### src/rtl/alu_muldiv.sv
// ALU with iterative M-extension unit: single-cycle base ops, shift-add multiply
// and restoring divide, with a valid/ready handshake on both sides.
module alu_muldiv #(
  parameter int XLEN = 32
) (
  input  logic            clk,
  input  logic            rst,
  input  logic            in_valid,
  output logic            in_ready,
  input  logic [XLEN-1:0] x,
  input  logic [XLEN-1:0] y,
  input  logic [2:0]      funct3,
  input  logic [6:0]      funct7,
  output logic            out_valid,
  input  logic            out_ready,
  output logic [XLEN-1:0] out,
  output logic            zero
);

  localparam int SW = $clog2(XLEN);
  localparam int CW = SW + 1;

  typedef enum logic [1:0] {IDLE, MUL, DIV, DONE} state_t;

  state_t            r_state;
  state_t            w_stateNext;
  logic [CW-1:0]     r_cnt;
  logic [2*XLEN-1:0] r_prod;
  logic [XLEN-1:0]   r_opnd;
  logic [2:0]        r_op;
  logic              r_neg;
  logic              r_remNeg;
  logic [XLEN-1:0]   r_out;
  logic              r_zero;

  logic            w_accept;
  logic            w_isM;
  logic            w_isMul;
  logic            w_isDiv;
  logic            w_divZero;
  logic            w_ovf;
  logic            w_bypass;
  logic            w_quick;
  logic            w_xSigned;
  logic            w_ySigned;
  logic            w_xNeg;
  logic            w_yNeg;
  logic [XLEN-1:0] w_xMag;
  logic [XLEN-1:0] w_yMag;
  logic [SW-1:0]   w_shamt;
  logic [XLEN-1:0] w_aluRes;
  logic [XLEN-1:0] w_bypassRes;
  logic [XLEN-1:0] w_quickRes;
  logic            w_lastIter;

  logic [XLEN:0]     w_mulSum;
  logic [2*XLEN-1:0] w_prodNext;
  logic [2*XLEN-1:0] w_prodSigned;
  logic [XLEN-1:0]   w_mulRes;

  logic [XLEN:0]   w_divShift;
  logic [XLEN:0]   w_divTrial;
  logic [XLEN-1:0] w_remNext;
  logic [XLEN-1:0] w_quotNext;
  logic [XLEN-1:0] w_divRes;

  assign in_ready  = (r_state == IDLE);
  assign out_valid = (r_state == DONE);
  assign out       = r_out;
  assign zero      = r_zero;

  assign w_accept   = in_valid && (r_state == IDLE);
  assign w_isM      = (funct7 == 7'b0000001);
  assign w_isMul    = w_isM && !funct3[2];
  assign w_isDiv    = w_isM && funct3[2];
  assign w_divZero  = (y == '0);
  assign w_ovf      = !funct3[0] && (x == {1'b1, {(XLEN-1){1'b0}}}) && (y == '1);
  assign w_bypass   = w_isDiv && (w_divZero || w_ovf);
  assign w_quick    = !w_isM || w_bypass;
  assign w_shamt    = y[SW-1:0];
  assign w_lastIter = (r_cnt == CW'(1));

  // MUL is treated as unsigned: the low half of the product does not depend on signedness.
  always_comb begin
    w_xSigned = 1'b0;
    w_ySigned = 1'b0;
    if (w_isMul) begin
      w_xSigned = (funct3[1:0] == 2'b01) || (funct3[1:0] == 2'b10);
      w_ySigned = (funct3[1:0] == 2'b01);
    end else begin
      w_xSigned = !funct3[0];
      w_ySigned = !funct3[0];
    end
  end

  assign w_xNeg = w_xSigned && x[XLEN-1];
  assign w_yNeg = w_ySigned && y[XLEN-1];
  assign w_xMag = w_xNeg ? (~x + 1'b1) : x;
  assign w_yMag = w_yNeg ? (~y + 1'b1) : y;

  always_comb begin
    w_aluRes = '0;
    case (funct3)
      3'b000:  w_aluRes = funct7[5] ? (x - y) : (x + y);
      3'b001:  w_aluRes = x << w_shamt;
      3'b010:  w_aluRes = {{(XLEN-1){1'b0}}, ($signed(x) < $signed(y))};
      3'b011:  w_aluRes = {{(XLEN-1){1'b0}}, (x < y)};
      3'b100:  w_aluRes = x ^ y;
      3'b101:  w_aluRes = funct7[5] ? $unsigned($signed(x) >>> w_shamt) : (x >> w_shamt);
      3'b110:  w_aluRes = x | y;
      default: w_aluRes = x & y;
    endcase
  end

  always_comb begin
    w_bypassRes = '0;
    if (w_divZero) w_bypassRes = funct3[1] ? x : '1;
    else           w_bypassRes = funct3[1] ? '0 : x;
  end

  assign w_quickRes = w_isM ? w_bypassRes : w_aluRes;

  // Shift-add: low half starts as the multiplier and drains out as the product shifts in.
  assign w_mulSum     = {1'b0, r_prod[2*XLEN-1:XLEN]} + (r_prod[0] ? {1'b0, r_opnd} : '0);
  assign w_prodNext   = {w_mulSum, r_prod[XLEN-1:1]};
  assign w_prodSigned = r_neg ? (~w_prodNext + 1'b1) : w_prodNext;
  assign w_mulRes     = (r_op[1:0] == 2'b00) ? w_prodSigned[XLEN-1:0]
                                             : w_prodSigned[2*XLEN-1:XLEN];

  // Restoring divide: upper half is the partial remainder, lower half the dividend/quotient.
  assign w_divShift = {r_prod[2*XLEN-1:XLEN], r_prod[XLEN-1]};
  assign w_divTrial = w_divShift - {1'b0, r_opnd};
  assign w_remNext  = w_divTrial[XLEN] ? w_divShift[XLEN-1:0] : w_divTrial[XLEN-1:0];
  assign w_quotNext = {r_prod[XLEN-2:0], ~w_divTrial[XLEN]};
  assign w_divRes   = r_op[1] ? (r_remNeg ? (~w_remNext + 1'b1) : w_remNext)
                              : (r_neg ? (~w_quotNext + 1'b1) : w_quotNext);

  always_ff @(posedge clk or posedge rst) begin
    if (rst) r_state <= IDLE;
    else     r_state <= w_stateNext;
  end

  always_comb begin
    w_stateNext = r_state;
    case (r_state)
      IDLE: begin
        if (w_accept) begin
          if (w_quick)      w_stateNext = DONE;
          else if (w_isMul) w_stateNext = MUL;
          else              w_stateNext = DIV;
        end
      end
      MUL, DIV: if (w_lastIter) w_stateNext = DONE;
      DONE:     if (out_ready) w_stateNext = IDLE;
      default:  w_stateNext = IDLE;
    endcase
  end

  always_ff @(posedge clk or posedge rst) begin
    if (rst) begin
      r_cnt    <= '0;
      r_prod   <= '0;
      r_opnd   <= '0;
      r_op     <= '0;
      r_neg    <= 1'b0;
      r_remNeg <= 1'b0;
      r_out    <= '0;
      r_zero   <= 1'b0;
    end else begin
      case (r_state)
        IDLE: begin
          if (w_accept) begin
            r_op     <= funct3;
            r_neg    <= w_xNeg ^ w_yNeg;
            r_remNeg <= w_xNeg;
            r_cnt    <= CW'(XLEN);
            r_opnd   <= w_isMul ? w_xMag : w_yMag;
            r_prod   <= {{XLEN{1'b0}}, (w_isMul ? w_yMag : w_xMag)};
            if (w_quick) begin
              r_out  <= w_quickRes;
              r_zero <= (w_quickRes == '0);
            end
          end
        end
        MUL: begin
          r_prod <= w_prodNext;
          r_cnt  <= r_cnt - CW'(1);
          if (w_lastIter) begin
            r_out  <= w_mulRes;
            r_zero <= (w_mulRes == '0);
          end
        end
        DIV: begin
          r_prod <= {w_remNext, w_quotNext};
          r_cnt  <= r_cnt - CW'(1);
          if (w_lastIter) begin
            r_out  <= w_divRes;
            r_zero <= (w_divRes == '0);
          end
        end
        default: ;
      endcase
    end
  end

endmodule

### config.mk
export PLATFORM = sky130hd
export DESIGN_NAME = alu_muldiv
export DESIGN_NICKNAME = d
export VERILOG_FILES = /design/src/rtl/alu_muldiv.sv
export SDC_FILE = /design/constraint.sdc
export NUM_CORES = 2
export LEC_CHECK = 0
export ABC_CLOCK_PERIOD_IN_PS = 5800
export CORE_MARGIN = 10
export CORE_UTILIZATION = 29
export CTS_BUF_LIST = sky130_fd_sc_hd__clkbuf_8 sky130_fd_sc_hd__clkbuf_16
export CTS_CLUSTER_DIAMETER = 80
export DETAILED_ROUTE_END_ITERATION = 7
export HOLD_SLACK_MARGIN = 0.08
export SYNTH_ARGS = -nofsm -noshare
export SYNTH_HDL_FRONTEND = slang
export SYNTH_SLANG_ARGS = --single-unit
### constraint.sdc
create_clock -name clk -period 5.8 [get_ports clk]
set_input_delay 0.58 -clock clk [delete_from_list [all_inputs] [get_ports clk]]
set_output_delay 0.58 -clock clk [all_outputs]
set_load 0.01 [all_outputs]
After elaboration in Yosys (flattened, before gate mapping). Index checks and enable logic that the tools add are counted.

Equality and inequality tests: 21. Muxes and demuxes: 40. Reduce and logical (&&, ||, !) cells: 29. Magnitude comparators: 2. Shift operators: 3. $add $sub $neg: 10. Bitwise gates (word level): 10.

Operator list (count): 2-to-1 mux 32 bit (20); case mux 32 bit (7 select lines) (1); case mux 64 bit (3 select lines) (1); adder 32 x 1 -> 32 bit (second input constant) (4); logical NOT 32 bit (4); 2-to-1 mux 64 bit (2); NOT 32 bit (4); case mux 32 bit (3 select lines) (1); adder 64 x 1 -> 64 bit (second input constant) (1); equality test 32 bit (second input constant) (2); < comparator 32 bit (2); NOT 64 bit (1); adder 32 x 32 -> 33 bit (1); subtractor 33 x 32 -> 33 bit (1); adder 32 bit (1); AND 32 bit (1); bitwise OR 32 bit (1); left shift 32 x 5 -> 32 bit (1); right shift 32 x 5 -> 32 bit (1); >>> shifter 32 x 5 -> 32 bit (1); subtractor 32 bit (1); XOR 32 bit (1); case mux 6 bit (2 select lines) (1); 2-to-1 mux 2 bit (5); 27 further kinds (56).

Output and inout bits: 35. Logic and storage cells: 124. Input bits: 78. Flip-flop bits (word level): 141.

Depth between registers and ports, before layout.
Word-level depth: 9. Mapped depth: 28. Gate-level depth less buffers: 24.

Least setup slack after synthesis. OpenSTA, ideal clock, no wires.

Kind: register -> register. Start point: register r_prod[31]. End point: register r_zero (netlist: zero). Path buffers: 4. Data arrival time: 6.230 ns. Cell stages (with the launch flop): 29. Required time: 5.731 ns. Setup time: 0.069 ns. Setup slack: -0.499 ns. Period minus slack after synthesis: 6.299 ns. Cell sequence: dfrtp_1 -> clkbuf_1 -> inv_1 -> ha_1 -> inv_1 -> fa_1 -> a21o_1 -> a221oi_1 -> o21ai_0 -> a211o_1 -> a311oi_1 -> nor2_1 -> inv_1 -> clkbuf_1 -> clkbuf_1 -> buf_1 -> ha_1 -> inv_1 -> or4_1 -> o21ai_0 -> xor2_1 -> nor2_1 -> a21oi_1 -> and3b_1 -> nand4_1 -> a2111oi_0 -> and4_1 -> o211ai_1 -> nand3_1.

Longest elaborated chain between the ends: 9. Elaborated cells on any way between the ends: 19. Those cells by class: add/sub (4); mux (9); bitwise (4); reduce/logical (2).

Ends and longest elaborated chain: start, declared (line 28) `logic [2*XLEN-1:0] r_prod;`; start signal, assigned (line 178) `r_prod <= {{XLEN{1'b0}}, (w_isMul ? w_yMag : w_xMag)};`; start signal, assigned (line 186) `r_prod <= w_prodNext;`; start signal, assigned (line 194) `r_prod <= {w_remNext, w_quotNext};`; subtractor 33 x 32 -> 33 bit (line 132) `assign w_divTrial = w_divShift - {1'b0, r_opnd};`; 2-to-1 mux 32 bit / NOT 1 bit (equally long branches) (line 133, 134); NOT 32 bit, on equally long branches (line 135, 136); adder 32 x 1 -> 32 bit, on equally long branches (line 135, 136); 2-to-1 mux 32 bit, on equally long branches (line 135, 136); 2-to-1 mux 32 bit (line 135) `assign w_divRes = r_op[1] ? (r_remNeg ? (~w_remNext + 1'b1) : w_remNext)`; logical NOT 32 bit (line 198) `r_zero <= (w_divRes == '0);`; 2-to-1 mux 1 bit (line 196) `if (w_lastIter) begin`; case mux 1 bit (3 select lines) (*) (line 170) `case (r_state)`; end signal, assigned (line 181) `r_zero <= (w_quickRes == '0);`; end signal, assigned (line 190) `r_zero <= (w_mulRes == '0);`; end signal, assigned (line 198); end, declared (line 34) `logic r_zero;`.

Every way passes the cells marked *; elsewhere a longest branch is shown, timed or not. The select of a mux whose other input is x is not followed. A chain may end at the register's enable or synchronous reset.

Final worst setup path.
Start point: register r_prod[0]. End point: register r_zero (netlist: zero).

Longest elaborated chain between the ends: 9. Elaborated cells on any way between the ends: 15. Those cells by class: add/sub (3); mux (8); bitwise (2); reduce/logical (2).

Ends and longest elaborated chain: 2-to-1 mux 32 bit (line 124) `assign w_mulSum = {1'b0, r_prod[2*XLEN-1:XLEN]} + (r_prod[0] ? {1'b0, r_opnd} : '0);`; adder 32 x 32 -> 33 bit (line 124); NOT 64 bit (line 126) `assign w_prodSigned = r_neg ? (~w_prodNext + 1'b1) : w_prodNext;`; adder 64 x 1 -> 64 bit (line 126); 2-to-1 mux 64 bit (line 126); 2-to-1 mux 32 bit (line 127) `assign w_mulRes = (r_op[1:0] == 2'b00) ? w_prodSigned[XLEN-1:0]`; logical NOT 32 bit (line 190); 2-to-1 mux 1 bit (line 188) `if (w_lastIter) begin`; case mux 1 bit (3 select lines) (*) (line 170).

Marks and branches as above.

==> reports/qor.yml <==
status:
  outcome: "completed"
yosys:
  synth.area.top_cells: "dfrtp_1 (13%), ha_1 (8.2%), o21ai_0 (7.5%)"
  synthArstFlopShare_pct: 100
  netlist_area_um2: 26900
  synth_top_area_share_pct: 13.1
  yosysTopAreaCell: "dfrtp_1"
  ys_types: 90
  synth_area_per_cell_um2: 6.82
  yosysWarnings: 0
  yosys_register_bits: 141
  syn_nets: 4198
  syn_inst: 3939
  ys.flop_type: "dfrtp_1"
  seq_area_frac_synth_pct: 13.1
  synth_edf_count: 0
final_layout:
  final_common_cell: "nand2_1"
  layout.nets: 4323
  layout-drive-gt1-share_pct: 11.8
  final_area_um2: 31500
  utilization_pct: 34.4
  area_growth_pct: 17.4
  final_cell_mix: "nand2_1 (453), nor2_1 (406), o21ai_0 (401)"
global_routing:
  met2_usage_pct: 38.8
  grt_max_degree: 86
  grt_pass1_wl_um: 204000
  grt.overflow.total: 0
  top_usage_layer: "met2"
  grt_pass1_vias: 30030
  antenna_found_initial: 2
  grtUsageMet3_pct: 3.84
  grt_util_met1_pct: 33.6
  grt_usage_pct: 25.0
cts:
  numCtsBuffers: 17
  cts_tree: "yes"
  clk_latency_ns: 0.47
  cts_root_buf: "clkbuf_16"
  cts.htree.levels: 4
  clk_pin_slew_worst_paths_ns: 0.06
  cts_hold_buf: 0
  clkSinkCount: 141
  cts.path.max_buffers: 2
place:
  gp_congestion: 1.04
  port_buffers: 112
  place_area_um2: 30800
  dp_hpwl_um: 112000
hold_path:
  hold_path_class: "flip-flop to flip-flop"
  min_path_cells: 2
floorplan:
  start_util_pct: 29.3
  dieWidth_um: 324
  ios: 113
  core.rowCount: 111
  core_um2: 91800
  die_h_um: 324
  die_area_um2: 105000
detailed_routing:
  dr.pass1.iters: 6
  drtIter0Drc: 4246
  via_count: 32535
  via_per_inst: 6.11
  wl_per_cell_um: 26.4
  routed_wl_um: 140000
  detail-route-antenna-nets: 0
  drc: 0
worst_setup_path:
  r2r_cells: 17
  worst-path-buf-inv: 0
  cp_top_family: "simple AND/OR/NAND/NOR gates"
  path_cells: "and2_1 > ha_1 > fa_2 > a21o_1 > a221oi_2 > xnor2_1 > or4_1 > or4b_4 > or4_4 > o31ai_1 > xor2_1 > a21oi_1 > or4_1 > or4_4 > nor4_4 > o211ai_1 > nand3_1"
  worst-path-stages: 17
  cp.arrival_ns: 6.01
  cp-start-kind: "flip-flop"
  cpPeakStageDelay_ns: 0.59
  slowest_stage: "or4b_4"
  crit_fanout: 5
  cp-end-kind: "flip-flop"
  critPathKind: "flip-flop to flip-flop"
  crit_required_ns: 6.19
sta:
  fmax_mhz: 178
  final_hold_viol_count: 0
  fin_crit_ns: 5.62
  slew_violations: 0
  finClkSkew_ns: 0.0130
  setup_violations: 0
  worst_pin_slew_ns: 1.19
  fin_crit_sh_pct: 96.9
  slew_headroom_pct: 18.8
power:
  p_int_w: 0.00635
  cellPowerDensity_nw_per_um2: 479
  switching_share_pct: 58.0
  p_clk_share_pct: 7.7
  pwr-share-seq_pct: 13.1
  power_switching_w: 0.00875
  p_leak_nw: 13.0
  max-vdd-ir-drop_v: 0.000323
  combPwrFrac_pct: 79.1
job:
  maxCapViolCount: 0
## worst min-delay path, delay by kind of cell (launching register included)
family	cells	cell delay, ns
flip-flops	1	0.34
AND/OR/NAND/NOR	2	0.11
## power by group through the flow
stage	Clock [W]	Combinational [W]	Sequential [W]
floorplan	0	0.00760	0.00170
global placement	0	0.0114	0.00197
detailed placement	0	0.0114	0.00197
CTS	0.00119	0.0115	0.00196
global route	0.00122	0.0128	0.00203
finish	0.00117	0.0119	0.00198
## per-layer routing
layer	vias up	share of wire [%]
met5	-	0
met3	353	8.8
li1	14681	-
met2	1866	44
met4	0	5.4
met1	15635	42
## stage by stage
step / hold slack, ns / power [W] / instances / setup slack [ns] / TNS (ns)
floorplan: 0.450 / 0.00930 / 3939 / 0.000396 / 0
global placement: 0.461 / 0.0134 / 5286 / 0.00436 / 0
global route: 0.497 / 0.0160 / 5320 / -0.00465 / -0.00465
CTS: 0.481 / 0.0146 / 5318 / 0.0362 / 0
finish: 0.476 / 0.0151 / 5321 / 0.183 / 0
detailed placement: 0.467 / 0.0134 / 5286 / -0.00911 / -0.00911
## what timing repair did
| action | CTS | global route |
|---|---|---|
| buffers inserted | 0 | 2 |
| endpoints found under the setup margin | 0 | 3 |
| endpoints found under the hold margin | 0 | 0 |
| gates resized for setup | 0 | 29 |
## state kept, by name (all words and copies together) (netlist names)
name	flops
out	32
r_cnt	6
r_neg	1
r_op	2
r_opnd	32
r_prod	64
r_remNeg	1
r_state	2
zero	1
## cells by family (layout without fill, tap and decap cells)
| family | after synthesis | after routing | share of synthesized area [%] |
|---|---|---|---|
| AO/OA/AOI/OAI | 1373 | 1373 | 32.9 |
| XOR/XNOR | 237 | 237 | 7.72 |
| adder cells (fa/ha/maj) | 206 | 206 | 9.47 |
| buffers and inverters | 500 | 638 | 6.99 |
| flip-flops | 141 | 141 | 13.1 |
| multiplexers | 138 | 138 | 6.59 |
| other | 0 | 1 | 0 |
| AND/OR/NAND/NOR | 1344 | 1344 | 23.2 |
## final timing paths
path / slack (ns) / end / startpoint
worst max register to register: 0.18 / zero$_DFFE_PP0P_ / r_prod[0]$_DFFE_PP0P_
min in group asynchronous: 0.69 / r_prod[7]$_DFFE_PP0P_ / rst
worst min-delay path: 0.48 / out[23]$_DFFE_PP0P_ / out[23]$_DFFE_PP0P_
worst max-delay path: 0.18 / zero$_DFFE_PP0P_ / r_prod[0]$_DFFE_PP0P_
max in group asynchronous: 4.11 / r_op[1]$_DFFE_PP0P_ / rst
worst min register to register: 0.48 / out[23]$_DFFE_PP0P_ / out[23]$_DFFE_PP0P_
## layout make-up
| cell class | count | area, µm² |
|---|---|---|
| diodes | 1 | 2.50 |
| repair buffers | 431 | 3560 |
| fillers | 9931 | 60300 |
| multi-input cells | 3298 | 21600 |
| clock buffers | 17 | 425 |
| clock inverters | 15 | 174 |
| inverters | 175 | 662 |
| well taps | 1243 | 1560 |
| flip-flops and latches | 141 | 3530 |
## cells in the mapped netlist, types with 42 or more instances
master    count
ha_1        177
nand2_1     454
o211ai_1     63
nor2_1      410
or3_1        42
mux2i_1      79
nand3_1      73
clkbuf_1    284
o31ai_1      62
dfrtp_1     141
inv_1       170
nor3_1       92
xor2_1       76
a21o_1       59
a21oi_1     314
a211oi_1     61
o21ai_0     405
xnor2_1     161
Note: power is estimated with default switching activity, not from simulation.
